[config.mk]
export PLATFORM = sky130hd
export DESIGN_NAME = lsq
export DESIGN_NICKNAME = d
export VERILOG_FILES = /design/src/rtl/lsq_pkg.sv /design/src/rtl/lsq_load_ext.sv /design/src/rtl/lsq.sv
export SDC_FILE = /design/constraint.sdc
export NUM_CORES = 2
export LEC_CHECK = 0
export BUFFER_PORTS_ARGS = -buffer_cell sky130_fd_sc_hd__buf_2
export CAP_MARGIN = 10
export CORE_ASPECT_RATIO = 1.2
export CORE_MARGIN = 3
export CORE_UTILIZATION = 45
export DETAILED_ROUTE_END_ITERATION = 10
export PLACE_DENSITY = 0.7
export SLEW_MARGIN = 30
export SYNTH_ARGS = -nofsm -noshare
export SYNTH_HDL_FRONTEND = slang
export SYNTH_SLANG_ARGS = --single-unit
[constraint.sdc]
create_clock -name clk -period 6.4 [get_ports clk]
set_input_delay 1.28 -clock clk [delete_from_list [all_inputs] [get_ports clk]]
set_output_delay 1.28 -clock clk [all_outputs]
set_load 0.02 [all_outputs]
[src/rtl/lsq_pkg.sv]
// lsq_pkg: shared definitions for the load-store queue.
//   XLEN / ROB_W_DEF / IO_BASE_DEF : default widths and the I/O window base
//   F3_*                           : RISC-V load/store funct3 codes
//   state_t                        : head-access FSM states
//   len_of()                       : access length in bytes from funct3
package lsq_pkg;

   localparam int          XLEN        = 32;
   localparam int          ROB_W_DEF   = 4;
   localparam logic [31:0] IO_BASE_DEF = 32'h0003_0000;

   localparam logic [2:0] F3_B  = 3'b000;
   localparam logic [2:0] F3_H  = 3'b001;
   localparam logic [2:0] F3_W  = 3'b010;
   localparam logic [2:0] F3_BU = 3'b100;
   localparam logic [2:0] F3_HU = 3'b101;

   typedef enum logic [1:0] {
      ST_IDLE  = 2'd0,
      ST_BUSY  = 2'd1,
      ST_DRAIN = 2'd2
   } state_t;

   // Only the low two funct3 bits encode the size; bit 2 is the unsigned flag.
   function automatic logic [2:0] len_of(input logic [2:0] f3);
      case (f3[1:0])
         2'b00:   len_of = 3'd1;
         2'b01:   len_of = 3'd2;
         default: len_of = 3'd4;
      endcase
   endfunction

endpackage

[src/rtl/lsq_load_ext.sv]
// lsq_load_ext: selects the loaded bytes from the memory return word and
// sign- or zero-extends them to XLEN according to funct3.
//   func3 : funct3 of the load being completed
//   rdata : raw memory return data, loaded bytes in the low lanes
//   val   : value to broadcast as the load result
module lsq_load_ext
   import lsq_pkg::*;
(
   input  logic [2:0]      func3,
   input  logic [XLEN-1:0] rdata,
   output logic [XLEN-1:0] val
);

   always_comb begin
      val = rdata;
      case (func3)
         F3_B:    val = {{24{rdata[7]}}, rdata[7:0]};
         F3_H:    val = {{16{rdata[15]}}, rdata[15:0]};
         F3_BU:   val = {24'd0, rdata[7:0]};
         F3_HU:   val = {16'd0, rdata[15:0]};
         default: val = rdata;
      endcase
   end

endmodule

[src/rtl/lsq.sv]
// lsq: parametrised load-store queue.
// Holds loads and stores in program order, snoops NCDB result channels to
// fill missing operands, and issues one memory access at a time from the
// head. Committed stores (a prefix from the head) survive a flush; loads to
// the I/O window wait until they are the oldest ROB entry.
//   clk, rst, rdy, flush        : clock, sync active-high reset, global enable, rollback
//   full                        : queue holds DEPTH entries
//   disp_*                      : one new entry per cycle from decode
//   cdb_valid/rob_pos/val       : NCDB broadcast channels, packed per channel
//   commit_store/commit_rob_pos : ROB commits a store
//   rob_head_valid/rob_head_pos : oldest ROB entry, gates I/O loads
//   mem_*                       : single-outstanding memory request interface
//   res_valid/rob_pos/val       : load result towards the CDB
module lsq
   import lsq_pkg::*;
#(
   parameter int          DEPTH   = 16,
   parameter int          NCDB    = 2,
   parameter int          ROB_W   = ROB_W_DEF,
   parameter logic [31:0] IO_BASE = IO_BASE_DEF
) (
   input  logic                  clk,
   input  logic                  rst,
   input  logic                  rdy,
   input  logic                  flush,
   output logic                  full,
   input  logic                  disp_valid,
   input  logic                  disp_is_store,
   input  logic [2:0]            disp_func3,
   input  logic                  disp_rs1_rdy,
   input  logic [ROB_W-1:0]      disp_rs1_tag,
   input  logic [31:0]           disp_rs1_val,
   input  logic                  disp_rs2_rdy,
   input  logic [ROB_W-1:0]      disp_rs2_tag,
   input  logic [31:0]           disp_rs2_val,
   input  logic [31:0]           disp_imm,
   input  logic [ROB_W-1:0]      disp_rob_pos,
   input  logic [NCDB-1:0]       cdb_valid,
   input  logic [NCDB*ROB_W-1:0] cdb_rob_pos,
   input  logic [NCDB*32-1:0]    cdb_val,
   input  logic                  commit_store,
   input  logic [ROB_W-1:0]      commit_rob_pos,
   input  logic                  rob_head_valid,
   input  logic [ROB_W-1:0]      rob_head_pos,
   output logic                  mem_req,
   output logic                  mem_we,
   output logic [31:0]           mem_addr,
   output logic [2:0]            mem_len,
   output logic [31:0]           mem_wdata,
   input  logic                  mem_done,
   input  logic [31:0]           mem_rdata,
   output logic                  res_valid,
   output logic [ROB_W-1:0]      res_rob_pos,
   output logic [31:0]           res_val
);

   localparam int PTR_W = $clog2(DEPTH);
   localparam int CNT_W = PTR_W + 1;

   // Entry storage
   logic [DEPTH-1:0] valid_q, committed_q, store_q, rs1_rdy_q, rs2_rdy_q;
   logic [2:0]       func3_q   [DEPTH];
   logic [ROB_W-1:0] rs1_tag_q [DEPTH];
   logic [ROB_W-1:0] rs2_tag_q [DEPTH];
   logic [ROB_W-1:0] rob_q     [DEPTH];
   logic [31:0]      rs1_val_q [DEPTH];
   logic [31:0]      rs2_val_q [DEPTH];
   logic [31:0]      imm_q     [DEPTH];

   logic [PTR_W-1:0] head, tail, head_n, tail_n;
   logic [CNT_W-1:0] count, ccount, count_n, ccount_n;
   logic [DEPTH-1:0] valid_n, committed_n, commit_vec;

   state_t           state, state_n;

   logic             disp_acc, commit_hit;
   logic             d_rs1_rdy, d_rs2_rdy;
   logic [31:0]      d_rs1_val, d_rs2_val;

   logic             head_store, head_issuable;
   logic [31:0]      head_addr;
   logic             issue, pop, store_pop, load_res;

   logic [2:0]       cur_func3;
   logic [ROB_W-1:0] cur_rob;
   logic [31:0]      ext_val;

   lsq_load_ext u_ext (
      .func3 (cur_func3),
      .rdata (mem_rdata),
      .val   (ext_val)
   );

   assign full     = (count == CNT_W'(DEPTH));
   assign disp_acc = disp_valid && !full && !flush;

   // A not-ready operand can be satisfied by a broadcast in the dispatch cycle.
   always_comb begin
      d_rs1_rdy = disp_rs1_rdy;
      d_rs1_val = disp_rs1_val;
      d_rs2_rdy = disp_rs2_rdy;
      d_rs2_val = disp_rs2_val;
      for (int c = 0; c < NCDB; c++) begin
         if (cdb_valid[c] && !disp_rs1_rdy && cdb_rob_pos[c*ROB_W +: ROB_W] == disp_rs1_tag) begin
            d_rs1_rdy = 1'b1;
            d_rs1_val = cdb_val[c*32 +: 32];
         end
         if (cdb_valid[c] && !disp_rs2_rdy && cdb_rob_pos[c*ROB_W +: ROB_W] == disp_rs2_tag) begin
            d_rs2_rdy = 1'b1;
            d_rs2_val = cdb_val[c*32 +: 32];
         end
      end
   end

   always_comb begin
      commit_vec = '0;
      for (int i = 0; i < DEPTH; i++) begin
         commit_vec[i] = commit_store && valid_q[i] && store_q[i] && !committed_q[i] &&
                         (rob_q[i] == commit_rob_pos);
      end
   end
   assign commit_hit = |commit_vec;

   // Head decode. Loads never issue in a flush cycle since they are about to
   // be squashed; I/O loads additionally wait to be non-speculative.
   always_comb begin
      head_store    = store_q[head];
      head_addr     = rs1_val_q[head] + imm_q[head];
      head_issuable = 1'b0;
      if (valid_q[head] && rs1_rdy_q[head]) begin
         if (head_store)
            head_issuable = rs2_rdy_q[head] && committed_q[head];
         else
            head_issuable = !flush &&
                            ((head_addr < IO_BASE) ||
                             (rob_head_valid && rob_head_pos == rob_q[head]));
      end
   end

   // FSM: state register
   always_ff @(posedge clk) begin
      if (rst)
         state <= ST_IDLE;
      else if (rdy)
         state <= state_n;
   end

   // FSM: next state. A flushed load in flight is dropped from the queue at
   // once but the memory handshake must still finish, hence DRAIN.
   always_comb begin
      state_n = state;
      case (state)
         ST_IDLE:
            if (head_issuable) state_n = ST_BUSY;
         ST_BUSY:
            if (mem_done)
               state_n = ST_IDLE;
            else if (flush && !mem_we)
               state_n = ST_DRAIN;
         ST_DRAIN:
            if (mem_done) state_n = ST_IDLE;
         default:
            state_n = ST_IDLE;
      endcase
   end

   // FSM: outputs and queue control strobes
   always_comb begin
      mem_req   = (state != ST_IDLE);
      issue     = (state == ST_IDLE) && head_issuable;
      pop       = (state == ST_BUSY) && (mem_done || (flush && !mem_we));
      store_pop = (state == ST_BUSY) && mem_done && mem_we;
      load_res  = (state == ST_BUSY) && mem_done && !mem_we && !flush;
   end

   // Pointer and occupancy update. On flush only the committed prefix
   // (including a commit landing this cycle) is kept.
   always_comb begin
      head_n   = head + PTR_W'(pop);
      ccount_n = ccount + CNT_W'(commit_hit) - CNT_W'(store_pop);
      if (flush) begin
         tail_n  = head_n + ccount_n[PTR_W-1:0];
         count_n = ccount_n;
      end else begin
         tail_n  = tail + PTR_W'(disp_acc);
         count_n = count + CNT_W'(disp_acc) - CNT_W'(pop);
      end
   end

   always_comb begin
      valid_n     = valid_q;
      committed_n = committed_q | commit_vec;
      if (pop) valid_n[head] = 1'b0;
      if (flush) valid_n = valid_n & committed_n;
      if (disp_acc) begin
         valid_n[tail]     = 1'b1;
         committed_n[tail] = 1'b0;
      end
   end

   // Control state, issue registers and result port
   always_ff @(posedge clk) begin
      if (rst) begin
         head        <= '0;
         tail        <= '0;
         count       <= '0;
         ccount      <= '0;
         valid_q     <= '0;
         committed_q <= '0;
         mem_we      <= 1'b0;
         mem_addr    <= '0;
         mem_len     <= '0;
         mem_wdata   <= '0;
         cur_func3   <= '0;
         cur_rob     <= '0;
         res_valid   <= 1'b0;
         res_rob_pos <= '0;
         res_val     <= '0;
      end else if (!rdy) begin
         res_valid <= 1'b0;
      end else begin
         head        <= head_n;
         tail        <= tail_n;
         count       <= count_n;
         ccount      <= ccount_n;
         valid_q     <= valid_n;
         committed_q <= committed_n;
         res_valid   <= load_res;
         if (load_res) begin
            res_rob_pos <= cur_rob;
            res_val     <= ext_val;
         end
         if (issue) begin
            mem_we    <= head_store;
            mem_addr  <= head_addr;
            mem_len   <= len_of(func3_q[head]);
            mem_wdata <= rs2_val_q[head];
            cur_func3 <= func3_q[head];
            cur_rob   <= rob_q[head];
         end
      end
   end

   // Entry payload: wake-up from broadcasts, then the dispatch write
   always_ff @(posedge clk) begin
      if (rdy) begin
         for (int i = 0; i < DEPTH; i++) begin
            for (int c = 0; c < NCDB; c++) begin
               if (valid_q[i] && !rs1_rdy_q[i] && cdb_valid[c] &&
                   cdb_rob_pos[c*ROB_W +: ROB_W] == rs1_tag_q[i]) begin
                  rs1_rdy_q[i] <= 1'b1;
                  rs1_val_q[i] <= cdb_val[c*32 +: 32];
               end
               if (valid_q[i] && !rs2_rdy_q[i] && cdb_valid[c] &&
                   cdb_rob_pos[c*ROB_W +: ROB_W] == rs2_tag_q[i]) begin
                  rs2_rdy_q[i] <= 1'b1;
                  rs2_val_q[i] <= cdb_val[c*32 +: 32];
               end
            end
         end
         if (disp_acc) begin
            store_q[tail]   <= disp_is_store;
            func3_q[tail]   <= disp_func3;
            rs1_rdy_q[tail] <= d_rs1_rdy;
            rs1_tag_q[tail] <= disp_rs1_tag;
            rs1_val_q[tail] <= d_rs1_val;
            rs2_rdy_q[tail] <= d_rs2_rdy;
            rs2_tag_q[tail] <= disp_rs2_tag;
            rs2_val_q[tail] <= d_rs2_val;
            imm_q[tail]     <= disp_imm;
            rob_q[tail]     <= disp_rob_pos;
         end
      end
   end

endmodule

==> impl_metrics.toml <==
[finish]
area_growth_pct = 11.01
final_cell_area_um2 = 116000
drive_gt1_share_pct = 18.10
nNetsFinal = 8727

[detailed_routing]
first_iter_violations = 11287
wirelength_met1_um = 128100
viasPerCell = 6.596
routed_wl_um = 377900
dr.pass1.iters = 7
wl_per_cell_um = 32.48
met3_length_um = 45390
dr.max_layer_used = "met5"
drc = 0
ant_nets = 0
wl_met2_um = 172000
num_vias = 76750

[synth]
synth.area.top_cells = "edfxtp_1, mux4_2, mux2i_1, nand2_1, o21ai_0"
synthTopCellsByCount = "edfxtp_1, nand2_1, mux2i_1"
async_reset_ff_share_pct = 0
yosys.area.top_type_share_pct = 52.41
synth_top_area_cell = "edfxtp_1"
synth_nets = 8839
syn_inst = 8550
yosys.cell_types.count = 72
avgSynthCellArea_um2 = 12.22
netlist_area_um2 = 104500
yosysWarnings = 0
ys_ff_latch = 1992
yosysMostFrequentCell = "edfxtp_1"
synth_ff_type = "edfxtp_1"
seq_area_frac_synth_pct = 55.63
synth_edf_count = 1824

[sta]
slew_violations = 0
finClkSkew_ns = 0.05310
holdWs_ns = 0.4526
fin_crit_ns = 5.989
period_share_pct = 93.59
setup_violations = 0
setup_tns_ns = 0
worst_slack_ns = 0.4105
finalHoldViolations = 0
fmax_ghz = 0.1670
slew_headroom_pct = 23.04
worstMarginPinSlew_ns = 1.122
rsz0062_at_grt = "no"

[placed_design]
place_area_um2 = 109700
place_ws_ns = 0.4511
post-dp-hpwl_um = 221900
place.port_buffers = 342
finalWeightedCongestion = 0.9252

[clock_network]
cts_sinks = 1992
post_cts_buffers = 0
numCtsBuffers = 194
htree_levels = 4
cts_root_buf = "clkbuf_16"
insertion_delay_ns = 0.88
cts_buffer_depth = 3
cts_resized = 0
clk_pin_slew_ns = 0.07
ctsHoldBuffers = 0
cts_tree = "yes"

[setup_path]
cp.required_ns = 7.10
cp_max_fo = 33
start_kind = "flip-flop"
end_kind = "flip-flop"
critPathArrivalTime_ns = 6.69
path_class = "reg2reg"

[power]
switching_share_pct = 23.40
p_int_mw = 21.09
p_per_area_nw_per_um2 = 237.3
seqPwrFrac_pct = 52.0
p_clk_share_pct = 41.5
total_leakage_power_nw = 43.00
p_comb_share_pct = 6.5
irDropWorstVdd_v = 0.0003128
p_sw_mw = 6.443

[floorplanning]
num_io_pins = 343
dieArea_um2 = 238100
rows = 193
start_util_pct = 45.32
die_w_um = 445.9
core_um2 = 230600
die_height_um = 533.9

[global_route]
antenna_found_initial = 29
grt_pass1_vias = 75369
grt_pass1_wl_um = 534800
grt_overflow_total = 0
gr-usage-all-layers_pct = 30.94
grt_start_max_net_pins = 149

[run]
cap_violations = 0

[hold_path]
hold_class = "reg2reg"

[outcome]
status = "completed"
[state kept, by name, summed over array words and instances, names as in the netlist, 48 cells and up, named ones only]
register,cells
rob_q,64
rs1_val_q,512
rs1_tag_q,64
imm_q,512
rs2_tag_q,64
func3_q,48
rs2_val_q,512
[cell type report]
| type | instances | area, µm² |
|---|---|---|
| diodes | 16 | 40.04 |
| fillers | 19276 | 114600 |
| flip-flops and latches | 1992 | 58170 |
| clock buffers | 250 | 5189 |
| well taps | 3022 | 3781 |
| repair buffers | 635 | 4721 |
| multi-input cells | 5568 | 42960 |
| inverters | 47 | 197.7 |
| clock inverters | 106 | 955.9 |
[power by group through the flow]
stage               Sequential, mW  Clock [mW]  Combinational [mW]
global route                  14.3        11.9                1.91
detailed placement            14.6           0                1.74
CTS                           14.3        11.5                1.74
global placement              14.6           0                1.67
floorplan                     14.6           0                1.08
finish                        14.3        11.4                1.79
[layout by cell type (no fill, tap or decap), types with 160 or more instances in the layout]
master,instances
edfxtp_1,1824
nand2_1,1023
mux2i_1,972
o21ai_0,680
nor2_1,607
a21oi_1,535
mux4_2,525
buf_2,340
xnor2_1,266
buf_4,230
clkbuf_16,197
dfxtp_1,160
[final timing paths]
kind / startpoint / end / slack (ns) / cells after the start
setup / recovery: flip-flop / mem_we / 0.41 / 16
hold / removal: res_rob_pos[3] / res_rob_pos[3] / 0.45 / 2
setup reg to reg: flip-flop / mem_we / 0.41 / 16
hold reg to reg: res_rob_pos[3] / res_rob_pos[3] / 0.45 / 2
[routing by layer]
layer,up-vias,GRT usage (%)
li1,31592,-
met1,37732,37.72
met2,5842,48.53
met3,1564,6.855
met4,20,22.52
met5,-,0
[worst max-delay path, cell delays in order (launching register included)]
cell and delay (ns):
dfxtp_4 0.44, buf_12 0.23, buf_4 0.31, mux4_2 0.54, mux4_2 0.48, ha_1 0.37, nor2b_1 0.22, o2111ai_1 0.22
a211oi_1 0.70, nor2_1 0.24, o21bai_1 0.22, xor2_1 0.13, a2111oi_2 0.42, nand4_1 0.60, buf_12 0.42, a31oi_1 0.19
nor2_1 0.06
[cells by family (layout without fill, tap and decap cells)]
family / after synthesis / in the layout / share of synthesized area (%)
compound gates: 1517 / 1517 / 7.806
xor+xnor: 367 / 367 / 3.076
fa+ha+maj: 53 / 53 / 0.6633
buf+inv: 990 / 1038 / 3.654
flops: 1992 / 1992 / 55.63
mux: 1497 / 1497 / 20.62
other cells: 0 / 16 / 0
simple gates: 2134 / 2134 / 8.548
[per-stage QoR]
stage / power [mW] / utilization (%) / instances
2_1_floorplan: 15.67 / - / 8550
5_1_grt: 28.17 / 50.29 / 11624
3_5_place_dp: 16.34 / 47.58 / 11261
6_report: 27.53 / 50.30 / 11636
3_3_place_gp: 16.27 / 47.54 / 11259
4_1_cts: 27.53 / 50.25 / 11617
Power figures use the tool's default switching activity.
